<file path="config.mk">
export PLATFORM = sky130hd
export DESIGN_NAME = seg_disp_sched
export DESIGN_NICKNAME = d
export VERILOG_FILES = /design/src/rtl/seg_sched_pkg.sv /design/src/rtl/seg_rr_pick.sv /design/src/rtl/seg_disp_sched.sv
export SDC_FILE = /design/constraint.sdc
export NUM_CORES = 1
export LEC_CHECK = 0
export ABC_AREA = 1
export CAP_MARGIN = 5
export CORE_MARGIN = 1
export CORE_UTILIZATION = 23
export DETAILED_ROUTE_END_ITERATION = 10
export PLACE_DENSITY_LB_ADDON = 0.08
export SYNTH_ARGS = -nofsm -noshare
export SYNTH_HDL_FRONTEND = slang
export SYNTH_SLANG_ARGS = --single-unit
</file>
<file path="constraint.sdc">
create_clock -name clk -period 3.8 [get_ports clk]
set_input_delay 1.14 -clock clk [delete_from_list [all_inputs] [get_ports clk]]
set_output_delay 1.14 -clock clk [all_outputs]
set_load 0.005 [all_outputs]
</file>
<file path="src/rtl/seg_sched_pkg.sv">
// rtl/seg_sched_pkg.sv - shared state type, digit geometry and default timing for the display scheduler
package seg_sched_pkg;

    typedef enum logic [1:0] {
        IDLE,
        SHOW,
        URGENT
    } seg_sched_state_t;

    localparam int DIGITS  = 4;
    localparam int DIGIT_W = 4;
    localparam int DATA_W  = DIGITS * DIGIT_W;

    localparam int DEF_HOLD_CYCLES  = 100_000_000;
    localparam int DEF_BLINK_CYCLES = 25_000_000;

    // Circular successor of a source index.
    function automatic int wrap_inc(input int idx, input int n);
        return (idx + 1 >= n) ? 0 : idx + 1;
    endfunction

endpackage

</file>
<file path="src/rtl/seg_rr_pick.sv">
// rtl/seg_rr_pick.sv - combinational circular search: first set mask bit at or after a start index
module seg_rr_pick #(
    parameter int NUM_SRC = 4,
    parameter int SEL_W   = 2
) (
    input  logic [NUM_SRC-1:0] i_mask,
    input  logic [SEL_W-1:0]   i_start,
    output logic [SEL_W-1:0]   o_idx,
    output logic               o_found
);

    always_comb begin
        int best;
        int off;
        o_idx   = '0;
        o_found = 1'b0;
        best    = NUM_SRC;
        off     = 0;
        // Distance from start, measured circularly; the smallest distance wins.
        for (int j = 0; j < NUM_SRC; j++) begin
            off = j - int'(i_start);
            if (off < 0) begin
                off = off + NUM_SRC;
            end
            if (i_mask[j] && (off < best)) begin
                best    = off;
                o_idx   = SEL_W'(j);
                o_found = 1'b1;
            end
        end
    end

endmodule

</file>
<file path="src/rtl/seg_disp_sched.sv">
// rtl/seg_disp_sched.sv - round-robin / urgent-preempt scheduler sharing one seven-segment driver
// Optional build macro SEG_BLINK_EN: blink all dots while an urgent source is shown.
module seg_disp_sched
    import seg_sched_pkg::*;
#(
    parameter int  NUM_SRC      = 4,
    parameter int  HOLD_CYCLES  = DEF_HOLD_CYCLES,
    parameter int  BLINK_CYCLES = DEF_BLINK_CYCLES,
    localparam int SEL_W        = (NUM_SRC > 2) ? $clog2(NUM_SRC) : 1
) (
    input  logic                      clk,
    input  logic                      rst_n,
    input  logic [NUM_SRC-1:0]        i_src_valid,
    input  logic [NUM_SRC-1:0]        i_src_urgent,
    input  logic [NUM_SRC*DATA_W-1:0] i_src_data,
    input  logic [NUM_SRC*DIGITS-1:0] i_src_dots,
    input  logic                      i_freeze,
    output logic [DATA_W-1:0]         o_data,
    output logic [DIGITS-1:0]         o_dots,
    output logic [SEL_W-1:0]          o_sel,
    output logic                      o_active
);

    localparam int CNT_W = (HOLD_CYCLES > 1) ? $clog2(HOLD_CYCLES) : 1;
    localparam logic [CNT_W-1:0] HOLD_LAST = CNT_W'(HOLD_CYCLES - 1);

    if (NUM_SRC < 2 || NUM_SRC > 8 || HOLD_CYCLES < 1 || BLINK_CYCLES < 1) begin : g_bad_cfg
        $error("seg_disp_sched: unsupported parameter values");
    end

    seg_sched_state_t  state_q, state_d;
    logic [SEL_W-1:0]  sel_q, sel_d;
    logic [SEL_W-1:0]  resume_q, resume_d;
    logic [CNT_W-1:0]  cnt_q, cnt_d;
    logic [DATA_W-1:0] data_q, data_d;
    logic [DIGITS-1:0] dots_q, dots_d;
    logic              active_q, active_d;

    logic [NUM_SRC-1:0] urg_mask;
    logic               urg_any;
    logic [SEL_W-1:0]   urg_idx;
    logic [SEL_W-1:0]   next_sel;
    logic [SEL_W-1:0]   rot_idx;
    logic               rot_found;
    logic [SEL_W-1:0]   res_idx;
    logic               res_found;
    logic [DATA_W-1:0]  data_sel;
    logic [DIGITS-1:0]  dots_sel;

    assign urg_mask = i_src_urgent & i_src_valid;
    assign urg_any  = |urg_mask;
    assign next_sel = SEL_W'(wrap_inc(int'(sel_q), NUM_SRC));

    always_comb begin
        urg_idx = '0;
        for (int k = NUM_SRC - 1; k >= 0; k--) begin
            if (urg_mask[k]) begin
                urg_idx = SEL_W'(k);
            end
        end
    end

    // Rotation and drop-out both search onward from the successor of the shown source.
    seg_rr_pick #(
        .NUM_SRC (NUM_SRC),
        .SEL_W   (SEL_W)
    ) u_pick_rot (
        .i_mask  (i_src_valid),
        .i_start (next_sel),
        .o_idx   (rot_idx),
        .o_found (rot_found)
    );

    seg_rr_pick #(
        .NUM_SRC (NUM_SRC),
        .SEL_W   (SEL_W)
    ) u_pick_res (
        .i_mask  (i_src_valid),
        .i_start (resume_q),
        .o_idx   (res_idx),
        .o_found (res_found)
    );

    always_comb begin
        state_d  = state_q;
        sel_d    = sel_q;
        resume_d = resume_q;
        cnt_d    = cnt_q;
        case (state_q)
            IDLE: begin
                if (urg_any) begin
                    state_d = URGENT;
                    sel_d   = urg_idx;
                end else if (res_found) begin
                    state_d = SHOW;
                    sel_d   = res_idx;
                    cnt_d   = '0;
                end
            end
            SHOW: begin
                if (urg_any) begin
                    state_d  = URGENT;
                    sel_d    = urg_idx;
                    resume_d = sel_q;
                end else if (!i_src_valid[sel_q]) begin
                    cnt_d = '0;
                    if (rot_found) begin
                        sel_d = rot_idx;
                    end else begin
                        state_d = IDLE;
                    end
                end else if (!i_freeze) begin
                    if (cnt_q == HOLD_LAST) begin
                        sel_d = rot_idx;
                        cnt_d = '0;
                    end else begin
                        cnt_d = cnt_q + 1'b1;
                    end
                end
            end
            URGENT: begin
                if (urg_any) begin
                    sel_d = urg_idx;
                end else begin
                    cnt_d = '0;
                    if (res_found) begin
                        state_d = SHOW;
                        sel_d   = res_idx;
                    end else begin
                        state_d = IDLE;
                    end
                end
            end
            default: begin
                state_d = IDLE;
            end
        endcase
    end

    // Data follows the next selection so o_sel/o_data/o_dots switch together.
    always_comb begin
        data_sel = '0;
        dots_sel = '0;
        for (int k = 0; k < NUM_SRC; k++) begin
            if (sel_d == SEL_W'(k)) begin
                data_sel = i_src_data[k*DATA_W +: DATA_W];
                dots_sel = i_src_dots[k*DIGITS +: DIGITS];
            end
        end
    end

`ifdef SEG_BLINK_EN
    localparam int BCNT_W = (BLINK_CYCLES > 1) ? $clog2(BLINK_CYCLES) : 1;
    localparam logic [BCNT_W-1:0] BLINK_LAST = BCNT_W'(BLINK_CYCLES - 1);

    logic              blink_q, blink_d;
    logic [BCNT_W-1:0] bcnt_q, bcnt_d;
`endif

    always_comb begin
        active_d = (state_d != IDLE);
        data_d   = data_q;
        dots_d   = dots_q;
        if (active_d) begin
            data_d = data_sel;
            dots_d = dots_sel;
        end
`ifdef SEG_BLINK_EN
        blink_d = 1'b0;
        bcnt_d  = '0;
        if (state_d == URGENT) begin
            if (state_q != URGENT) begin
                blink_d = 1'b1;
            end else if (bcnt_q == BLINK_LAST) begin
                blink_d = ~blink_q;
            end else begin
                blink_d = blink_q;
                bcnt_d  = bcnt_q + 1'b1;
            end
            dots_d = {DIGITS{blink_d}};
        end
`endif
    end

    always_ff @(posedge clk or negedge rst_n) begin
        if (!rst_n) begin
            state_q  <= IDLE;
            sel_q    <= '0;
            resume_q <= '0;
            cnt_q    <= '0;
            data_q   <= '0;
            dots_q   <= '0;
            active_q <= 1'b0;
        end else begin
            state_q  <= state_d;
            sel_q    <= sel_d;
            resume_q <= resume_d;
            cnt_q    <= cnt_d;
            data_q   <= data_d;
            dots_q   <= dots_d;
            active_q <= active_d;
        end
    end

`ifdef SEG_BLINK_EN
    always_ff @(posedge clk or negedge rst_n) begin
        if (!rst_n) begin
            blink_q <= 1'b0;
            bcnt_q  <= '0;
        end else begin
            blink_q <= blink_d;
            bcnt_q  <= bcnt_d;
        end
    end
`endif

    assign o_data   = data_q;
    assign o_dots   = dots_q;
    assign o_sel    = sel_q;
    assign o_active = active_q;

endmodule
</file>
==> results of run 1 <==
timing repair:
item	CTS	global route
pin swaps	14	38
gates resized for setup	24	41
hold endpoints to repair	0	0
hold buffers	0	0
endpoints found under the setup margin	21	20
gates cloned	4	0
buffers inserted	9	8
synthesized netlist by cell type (7+ instances only):
library cell / count / area, um^2
nand2_1: 168 / 631
nand4_1: 21 / 131
ha_1: 8 / 100
o21ai_1: 26 / 130
nand3_1: 46 / 230
nor2_1: 35 / 131
dfrtp_1: 54 / 1350
a21oi_1: 25 / 125
inv_2: 7 / 26.3
nor3_1: 13 / 65.1
inv_1: 78 / 293
o21ai_0: 23 / 115
critical path, delay by kind of cell:
| family | cells | cell delay (ps) |
|---|---|---|
| and+or+nand+nor | 18 | 1350 |
| AOI/OAI and AO/OA | 2 | 280 |
| adders and majority gates | 1 | 240 |
| buffers and inverters | 9 | 980 |
worst max path at each step:
| stage | startpoint | cells after the start | slack [ps] | end |
|---|---|---|---|---|
| floorplan | i_src_valid[0] | 31 | 5 | o_data[0]$_DFFE_PN0P_ |
| global placement | i_src_valid[0] | 29 | -820 | o_data[11]$_DFFE_PN0P_ |
| detailed placement | i_src_valid[0] | 30 | -870 | o_data[11]$_DFFE_PN0P_ |
| CTS | i_src_valid[1] | 26 | 7 | o_data[8]$_DFFE_PN0P_ |
| finish | i_src_valid[0] | 30 | -3 | o_data[13]$_DFFE_PN0P_ |
| global route | o_sel[1]$_DFF_PN0_ | 33 | -260 | o_data[4]$_DFFE_PN0P_ |
routing by layer:
layer	GRT usage (%)	up-vias	share of wire (%)
li1	-	2205	-
met1	19.7	1937	45
met2	26.5	122	47
met3	4.29	18	5.8
met4	4.41	0	2.0
met5	0	-	0
cell type report:
type / count / share of cell area, %
Multi-Input combinational cell: 416 / 37.4
Timing Repair Buffer: 182 / 28.1
Inverter: 89 / 5.56
Tap cell: 220 / 4.45
Sequential cell: 54 / 21.8
Clock buffer: 5 / 2.02
Clock inverter: 3 / 0.647
flip-flops by register name, indices dropped and copies added (netlist names):
name,flops
cnt_q,27
o_data,16
o_dots,4
o_sel,2
resume_q,2
state_q,2
o_active,1
logic make-up after synthesis:
group | after synthesis
buffers and inverters | 109
AO/OA/AOI/OAI | 86
flip-flops | 54
AND/OR/NAND/NOR | 317
XOR/XNOR | 2
adder cells (fa/ha/maj) | 8
metrics by stage:
stage	power (mW)	cell area [um^2]	instances	setup slack (ps)	hold slack [ps]
2_1_floorplan	1.50	3940	576	4.95	433
3_3_place_gp	2.09	5600	942	-819	456
3_5_place_dp	2.09	5600	942	-869	457
4_1_cts	2.80	5980	963	6.98	472
5_1_grt	3.16	6190	969	-255	480
6_report	2.92	6190	969	-2.95	466
power breakdown:
| part | switching (mW) | internal [mW] | leakage (nW) |
|---|---|---|---|
| clock network | 0.228 | 0.309 | 0.0836 |
| logic | 0.803 | 0.810 | 2.04 |
| registers | 0.0815 | 0.685 | 0.703 |
==> metrics.yaml, run 1 <==
synthesis:
  synth_xor_xnor_area_share_pct: 0.447
  synthAdderAreaFrac_pct: 2.55
  ys.warnings.count: 0
  yosys_most_used_dff: "dfrtp_1"
  synthMuxAreaShare_pct: 0
  ys_ff_latch: 54
  synth.distinct_cells: 46
  synthArstFlopShare_pct: 100
  syn_nets: 675
  synth_area_per_cell_um2: 6.81
  synth_top_family_by_area: "simple AND/OR/NAND/NOR gates"
  synthCells: 576
  synth-compound-area-share_pct: 12.0
  synth_seq_area_share_pct: 34.5
  netlist_area_um2: 3920
  synth-simple-area-share_pct: 38.4
  synth_edf_count: 0
clocking:
  root_buffer: "clkbuf_16"
  clock_sinks: 54
  htree_levels: 2
  clkLatencyLatePin_ps: 300
  cts_tree: "done"
  clkTransAtPathRegs_ps: 70
  cts_buffer_depth: 2
  numCtsBuffers: 5
global_routing:
  grt_max_degree: 30
  grtUsageTotal_pct: 15.8
  grt_pass1_vias: 4361
  grt_overflow: 0
  grt_pass1_wl_um: 21900
  antenna_found_initial: 0
finish:
  area_growth_pct: 58.0
  diodes: 0
  layout_commonest_cell: "nand2_1"
  seqCellArea_um2: 1350
  num-nets-final: 847
  multi_input_area_um2: 2310
  nFillCells: 1811
  mostFrequentLayoutCells: "nand2_1 (162), clkdlybuf4s50_1 (110), inv_1 (76)"
  drive_gt1_share_pct: 20.3
  final_util_pct: 37.3
worst_setup_path:
  critical_path_arrival_ps: 4000
  cp_slowest_cell: "ha_4"
  critical-path-max-stage-delay_ps: 240
  r2r_setup_slack_ps: 60
  cp_max_fo: 15
  r2r-start: "o_sel[0]$_DFF_PN0_"
  startpoint_type: "primary input"
  worstReg2RegEnd: "o_data[13]$_DFFE_PN0P_"
  cpMostUsedCell: "nand2_1"
  crit_path_end_kind: "flip-flop"
  critPathKind: "in2reg"
  cp.required_ps: 4000
  reg2regPathDepth: 31
detailed_routing:
  wire_per_inst_um: 13.9
  vias: 4282
  viasPerCell: 4.42
  postRouteAntennaNets: 0
  drc: 0
  drt_pre_antenna_iters: 4
  wl_um: 13500
  drt-initial-drc-count: 141
power:
  ir_worst_vdd_uv: 182
  powerDensity_nw_per_um2: 471
  leakagePower_nw: 2.82
sta:
  slew_headroom_pct: 40.6
  fin_worst_skew_ps: 6.37
  hold_viol: 0
  maxSlewViolCount: 0
  setup_tns_ps: -2.95
  fin_ws_ps: -2.95
  worst_pin_slew_ps: 890
  setup_viol: 1
  rsz0062_at_grt: "yes"
  clock.fmax_mhz: 263
  finalCritPeriodShare_pct: 100
  min_period_ps: 3800
hold_path:
  min_from: "cnt_q[26]$_DFFE_PN0P_"
  min_path_type: "reg2reg"
  whs_path_depth: 1
  hold_end: "cnt_q[26]$_DFFE_PN0P_"
status:
  status: "finished, violations left"
  violations: "negative setup slack"
placed_design:
  dp_hpwl_um: 10100
  portBuffers: 113
  place_congestion: 0.851
die:
  ioPinCount: 114
  initial_core_util_pct: 23.6
  dieHeight_um: 133
  die_area_um2: 17600
  core_area_um2: 16600
  num_rows: 47
  die_w_um: 133
job:
  drv_cap: 0
No activity file was read; power rests on OpenSTA's default activity.
==> run 2, diff against run 1 <==
--- a/config.mk
+++ b/config.mk
@@ -8,8 +8,9 @@
 export ABC_AREA = 1
 export CAP_MARGIN = 5
 export CORE_MARGIN = 1
-export CORE_UTILIZATION = 23
+export CORE_UTILIZATION = 48
 export DETAILED_ROUTE_END_ITERATION = 10
+export GPL_TIMING_DRIVEN = 0
 export PLACE_DENSITY_LB_ADDON = 0.08
 export SYNTH_ARGS = -nofsm -noshare
 export SYNTH_HDL_FRONTEND = slang
==> metrics.yaml, run 2 (synthesis results as in run 1) <==
global_routing:
  grt_max_degree: 41  # was 30
  grt_overflow: 0  # unchanged
  antenna_found_initial: 0  # unchanged
  grt_pass1_vias: 4080  # was 4,361
  grt_pass1_wl_um: 18400  # was 21,900 um
  grtUsageTotal_pct: 26.8  # was 15.8%
sta:
  rsz0062_at_grt: "yes"  # unchanged
  fin_ws_ps: -95.5  # was -2.95 ps
  min_period_ps: 3900  # was 3800 ps
  hold_viol: 0  # unchanged
  worst_pin_slew_ps: 547  # was 890 ps
  setup_tns_ps: -623  # was -2.95 ps
  fin_worst_skew_ps: 12.6  # was 6.37 ps
  holdWs_ps: 476  # was 466 ps
  setup_viol: 19  # was 1
  maxSlewViolCount: 0  # unchanged
  finalCritPeriodShare_pct: 103  # was 100%
  slew_headroom_pct: 63.5  # was 40.6%
  clock.fmax_mhz: 257  # was 263 MHz
worst_setup_path:
  cp_slowest_cell: "ha_1"  # was ha_4
  critical_path_arrival_ps: 4120  # was 4000 ps
  path_delay_family: "simple AND/OR/NAND/NOR gates"  # unchanged
  cp_max_fo: 10  # was 15
  crit_path_end_kind: "flip-flop"  # unchanged
  cp.buffers_inverters: 5  # was 9
  critPathKind: "in2reg"  # unchanged
  startpoint_type: "primary input"  # unchanged
  cp.required_ps: 4030  # was 4000 ps
  critical-path-max-stage-delay_ps: 310  # was 240 ps
  cpMostUsedCell: "nand2_1"  # unchanged
die:
  die_w_um: 92.4  # was 133 um
  ioPinCount: 114  # unchanged
  initial_core_util_pct: 50.2  # was 23.6%
  dieHeight_um: 92.4  # was 133 um
  die_area_um2: 8530  # was 17,600 um^2
  core_area_um2: 7810  # was 16,600 um^2
  num_rows: 32  # was 47
detailed_routing:
  wire_per_inst_um: 14.0  # was 13.9 um
  drt-initial-drc-count: 178  # was 141
  vias: 4295  # was 4,282
  postRouteAntennaNets: 0  # unchanged
  drc: 0  # unchanged
  viasPerCell: 5.27  # was 4.42
  wl_um: 11400  # was 13,500 um
  drt_pre_antenna_iters: 4  # unchanged
finish:
  diodes: 0  # unchanged
  stdcell_count: 815  # was 969
  num-nets-final: 811  # was 847
  largest-register: "cnt_q"  # unchanged
  seqCellArea_um2: 1350  # about the same
  multi_input_area_um2: 2230  # was 2310 um^2
  area_growth_pct: 43.0  # was 58.0%
  layout_commonest_cell: "nand2_1"  # unchanged
  nFillCells: 640  # was 1,811
  largest_register_ffs: 27  # unchanged
  drive_gt1_share_pct: 13.9  # was 20.3%
  mostFrequentLayoutCells: "nand2_1 (164), clkdlybuf4s50_1 (110), inv_1 (77)"  # was nand2_1 (162), clkdlybuf4s50_1 (110), inv_1 (76)
clocking:
  root_buffer: "clkbuf_8"  # was clkbuf_16
  cts_tree: "done"  # unchanged
  clock_sinks: 54  # unchanged
  clkTransAtPathRegs_ps: 110  # was 70 ps
  cts_buffer_depth: 2  # unchanged
  clkLatencyLatePin_ps: 320  # was 300 ps
  htree_levels: 2  # unchanged
  numCtsBuffers: 5  # unchanged
placed_design:
  dp.cells: 790  # was 942
  place_congestion: 0.871  # was 0.851
  dp_hpwl_um: 8500  # was 10,100 um
  portBuffers: 111  # was 113
power:
  ir_worst_vdd_uv: 216  # was 182 uV
  leakagePower_nw: 2.58  # was 2.82 nW
  powerDensity_nw_per_um2: 459  # was 471 nW/um^2
status:
  status: "finished, violations left"  # unchanged
  violations: "negative setup slack"  # unchanged
job:
  drv_cap: 0  # unchanged
hold_path:
  min_path_type: "reg2reg"  # unchanged
==> run 2: cell count changes in the layout (fill, tap and decap cells not counted), moves of 3 or more <==
cell	change
nand2_2	-3
o21ai_1	+9
buf_6	+6
buf_4	-45
o21ai_2	-7
clkbuf_16	-4
clkbuf_8	+5
clkbuf_1	+5
==> run 2: routing by layer <==
metal	track usage [%]	share of wire, %	up-vias
li1	-	-	2146
met1	35.4	43	1979
met2	45.4	49	157
met3	5.25	6.5	13
met4	5.86	1.5	0
met5	0	0	-
==> run 2: final timing paths <==
path | from | to | slack [ps] | cells past startpoint
worst max register to register | o_sel[0]$_DFF_PN0_ | o_data[15]$_DFFE_PN0P_ | -60 | 32
max in group asynchronous | rst_n | cnt_q[15]$_DFFE_PN0P_ | 2540 | 2
worst min-delay path | cnt_q[26]$_DFFE_PN0P_ | cnt_q[26]$_DFFE_PN0P_ | 480 | 1
worst min register to register | cnt_q[26]$_DFFE_PN0P_ | cnt_q[26]$_DFFE_PN0P_ | 480 | 1
worst max-delay path | i_src_valid[0] | o_data[15]$_DFFE_PN0P_ | -100 | 30
min in group asynchronous | rst_n | o_data[6]$_DFFE_PN0P_ | 730 | 1
==> run 2: report_power, final <==
part,leakage [nW],internal [mW],switching (mW)
Sequential,0.701,0.685,0.0914
Combinational,1.83,0.700,0.747
Clock,0.0502,0.137,0.212
Total,2.58,1.52,1.05
==> run 2: timing repair <==
action,CTS,global route
hold buffers,0,0
pin swaps,4,17
gates cloned,0,2
resized for setup,8,31
setup buffers,3,12
endpoints found under the setup margin,20,21
==> run 2: stage by stage <==
stage               utilization (%)  setup WS (ps)  area (um^2)  total power [mW]
global route                   71.8           -314         5600              2.76
detailed placement             66.6           -459         5200              2.00
finish                         71.8          -95.5         5600              2.57
CTS                            68.7           1.72         5360              2.40
global placement               66.4           -375         5180              1.98
floorplan                         -           4.95         3940              1.50
==> run 2: final cells by class <==
type / instances / area share (%)
multi-input cells: 414 / 39.8
flip-flops and latches: 54 / 24.2
repair buffers: 128 / 22.8
inverters: 89 / 6.01
plain buffers: 20 / 3.22
well taps: 102 / 2.28
clock buffers: 5 / 1.23
clock inverters: 3 / 0.514
==> run 3, diff against run 2 <==
--- a/config.mk
+++ b/config.mk
@@ -5,10 +5,10 @@
 export SDC_FILE = /design/constraint.sdc
 export NUM_CORES = 1
 export LEC_CHECK = 0
-export ABC_AREA = 1
+export ABC_AREA = 0
 export CAP_MARGIN = 5
 export CORE_MARGIN = 1
-export CORE_UTILIZATION = 48
+export CORE_UTILIZATION = 47
 export DETAILED_ROUTE_END_ITERATION = 10
 export GPL_TIMING_DRIVEN = 0
 export PLACE_DENSITY_LB_ADDON = 0.08
==> metrics.yaml, run 3 <==
synthesis:
  syn_nets: 490  # was 675
  synth-simple-area-share_pct: 18.4  # was 38.4%
  yosys_most_used_dff: "dfrtp_1"  # unchanged
  synth_most_common_cell: "dfrtp_1"  # was nand2_1
  synth_common_cells: "dfrtp_1 (54), a21oi_1 (33), nand2_1 (31)"  # was nand2_1 (168), inv_1 (78), dfrtp_1 (54)
  ys_ff_latch: 54  # unchanged
  synth_seq_area_share_pct: 37.9  # was 34.5%
  synthCells: 391  # was 576
  synth.area.top_cells: "dfrtp_1 (38%), mux2i_1 (5.9%), mux2_1 (5.7%)"  # was dfrtp_1 (34%), nand2_1 (16%), inv_1 (7.5%)
  synth_top_area_share_pct: 37.9  # was 34.5%
  yosysTopAreaCell: "dfrtp_1"  # unchanged
  synth_top_family_by_area: "compound AO/OA/AOI/OAI gates"  # was simple AND/OR/NAND/NOR gates
  synth_area_per_cell_um2: 9.11  # was 6.81 um^2
  synth-compound-area-share_pct: 19.7  # was 12.0%
  synth.distinct_cells: 59  # was 46
  synthArstFlopShare_pct: 100  # unchanged
  synth_xor_xnor_area_share_pct: 4.18  # was 0.447%
  netlist_area_um2: 3560  # was 3920 um^2
  synthAdderAreaFrac_pct: 2.81  # was 2.55%
  synth_edf_count: 0  # unchanged
  synthMuxAreaShare_pct: 13.2  # was 0%
  ys.warnings.count: 0  # unchanged
placed_design:
  place_congestion: 0.929  # was 0.871
  portBuffers: 112  # was 111
  place_area_um2: 4900  # was 5200 um^2
  dp.cells: 603  # was 790
  dp_hpwl_um: 7660  # was 8500 um
sta:
  worst_pin_slew_ps: 789  # was 547 ps
  rsz0062_at_grt: "yes"  # unchanged
  fin_ws_ps: -735  # was -95.5 ps
  fin_worst_skew_ps: 11.6  # was 12.6 ps
  setup_viol: 21  # was 19
  setup_tns_ps: -13820  # was -623 ps
  holdWs_ps: 518  # was 476 ps
  maxSlewViolCount: 0  # unchanged
  min_period_ps: 4530  # was 3900 ps
  slew_headroom_pct: 47.4  # was 63.5%
  finalCritPeriodShare_pct: 119  # was 103%
  hold_viol: 0  # unchanged
  clock.fmax_mhz: 221  # was 257 MHz
status:
  violations: "negative setup slack"  # unchanged
  status: "finished, violations left"  # unchanged
global_routing:
  antenna_found_initial: 0  # unchanged
  grt_pass1_vias: 3833  # was 4,080
  grtUsageTotal_pct: 30.3  # was 26.8%
  grt_max_degree: 30  # was 41
  grt_overflow: 0  # unchanged
  grt_pass1_wl_um: 18400  # about the same
finish:
  design_area_um2: 5820  # was 5600 um^2
  diodes: 0  # unchanged
  largest_register_ffs: 27  # unchanged
  largest-register: "cnt_q"  # unchanged
  area_growth_pct: 63.3  # was 43.0%
  drive_gt1_share_pct: 24.4  # was 13.9%
  stdcell_count: 645  # was 815
  num-nets-final: 645  # was 811
  layout_commonest_cell: "clkdlybuf4s50_1"  # was nand2_1
  mostFrequentLayoutCells: "clkdlybuf4s50_1 (108), dfrtp_1 (52), nand2_1 (31)"  # was nand2_1 (164), clkdlybuf4s50_1 (110), inv_1 (77)
clocking:
  root_buffer: "clkbuf_8"  # unchanged
  clkLatencyLatePin_ps: 310  # was 320 ps
  cts_tree: "done"  # unchanged
  cts_buffer_depth: 2  # unchanged
  htree_levels: 2  # unchanged
  clock_sinks: 54  # unchanged
  clkTransAtPathRegs_ps: 100  # was 110 ps
  numCtsBuffers: 5  # unchanged
hold_path:
  min_path_type: "reg2reg"  # unchanged
  min_from: "cnt_q[0]$_DFFE_PN0P_"  # was cnt_q[26]$_DFFE_PN0P_
detailed_routing:
  wire_per_inst_um: 18.5  # was 14.0 um
  drc: 0  # unchanged
  drt-initial-drc-count: 207  # was 178
  wl_met1_um: 4840  # was 4950 um
  drt_pre_antenna_iters: 5  # was 4
  met3_wirelength_um: 713  # was 737 um
  viasPerCell: 6.04  # was 5.27
  vias: 3896  # was 4,295
  wl_met2_um: 6030  # was 5540 um
  wl_um: 12000  # was 11,400 um
  postRouteAntennaNets: 0  # unchanged
  top_layer: "met4"  # unchanged
worst_setup_path:
  cp.required_ps: 3980  # was 4030 ps
  critical_path_arrival_ps: 4710  # was 4120 ps
  critPathKind: "in2reg"  # unchanged
  crit_path_end_kind: "flip-flop"  # unchanged
  cp_max_fo: 7  # was 10
  startpoint: "i_src_valid[1]"  # was i_src_valid[0]
  r2r-start: "o_sel[0]$_DFF_PN0_"  # unchanged
  startpoint_type: "primary input"  # unchanged
die:
  initial_core_util_pct: 48.9  # was 50.2%
  dieHeight_um: 89.1  # was 92.4 um
  core_area_um2: 7290  # was 7810 um^2
  die_area_um2: 7930  # was 8530 um^2
  ioPinCount: 114  # unchanged
  die_w_um: 89.1  # was 92.4 um
  num_rows: 31  # was 32
power:
  ir_worst_vdd_uv: 350  # was 216 uV
  p_total_mw: 3.54  # was 2.57 mW
  powerDensity_nw_per_um2: 609  # was 459 nW/um^2
  leakagePower_nw: 2.41  # was 2.58 nW
job:
  drv_cap: 0  # unchanged
run 3: cell types whose count changed in the layout (fill, tap and decap cells not counted), sizes merged, moves of 20 or more:
cell,before,now
nand3,48,8
inv,87,11
mux2i,0,21
mux2,0,21
o21ai,49,19
nand2,175,31
o22ai,1,21
run 3: final timing paths:
kind	endpoint	slack, ps	cells after the start
max	o_dots[1]$_DFFE_PN0P_	-730	20
min reg2reg	cnt_q[0]$_DFFE_PN0P_	520	1
max in group asynchronous	o_data[2]$_DFFE_PN0P_	2360	2
min in group asynchronous	resume_q[0]$_DFFE_PN0P_	860	1
max reg2reg	o_data[11]$_DFFE_PN0P_	-620	20
min	cnt_q[0]$_DFFE_PN0P_	520	1
run 3: what timing repair did:
action | in CTS | in global routing
resized for setup | 69 | 32
hold endpoints to repair | 0 | 0
gates cloned | 2 | 2
endpoints found under the setup margin | 33 | 34
pin swaps | 11 | 18
buffers inserted | 22 | 11
hold buffers | 0 | 0
run 3: cell type report:
class                      count  area [um^2]
buffer                        19          190
inverter                      11         43.8
clock inverter                 1         30.0
clock buffer                   6         82.6
timing repair buffer         149         1510
sequential                    54         1350
fill                         460         1480
multi-input combinational    306         2480
tap                           99          124
run 3: routing by layer:
metal	GRT usage [%]	vias to the layer above
li1	-	1767
met1	36.9	1909
met2	52.2	180
met3	7.85	40
met4	10.8	0
met5	0	-
run 3: kinds of logic after synthesis:
logic type / after synthesis
flops: 54
compound gates: 111
fa+ha+maj: 8
buf+inv: 31
simple gates: 127
mux: 43
xor+xnor: 17
run 3: where the power goes:
group	switching [mW]	internal [mW]	leakage, nW	total [mW]
clock	0.189	0.211	0.0573	0.400
sequential	0.119	0.701	0.682	0.820
combinational	1.00	1.32	1.67	2.32
run 3: stage by stage:
step / utilization (%) / setup WS, ps
3_3_place_gp: 67.0 / -1820
4_1_cts: 75.8 / -564
5_1_grt: 79.8 / -795
2_1_floorplan: - / -738
3_5_place_dp: 67.2 / -1910
6_report: 79.8 / -735
run 3: critical path: stages:
cell and delay (ps):
buf_12 100, clkbuf_16 140, nor2b_4 120, o21ai_2 110
o31a_1 220, ha_4 230, o22a_1 210, o31ai_1 80
nand2_1 160, a21o_1 240, ha_4 290, o221ai_4 100
a31oi_4 210, a41oi_4 160, nor4_4 360, buf_12 180
buf_16 150, clkbuf_16 160, mux2i_1 260, a21oi_1 100
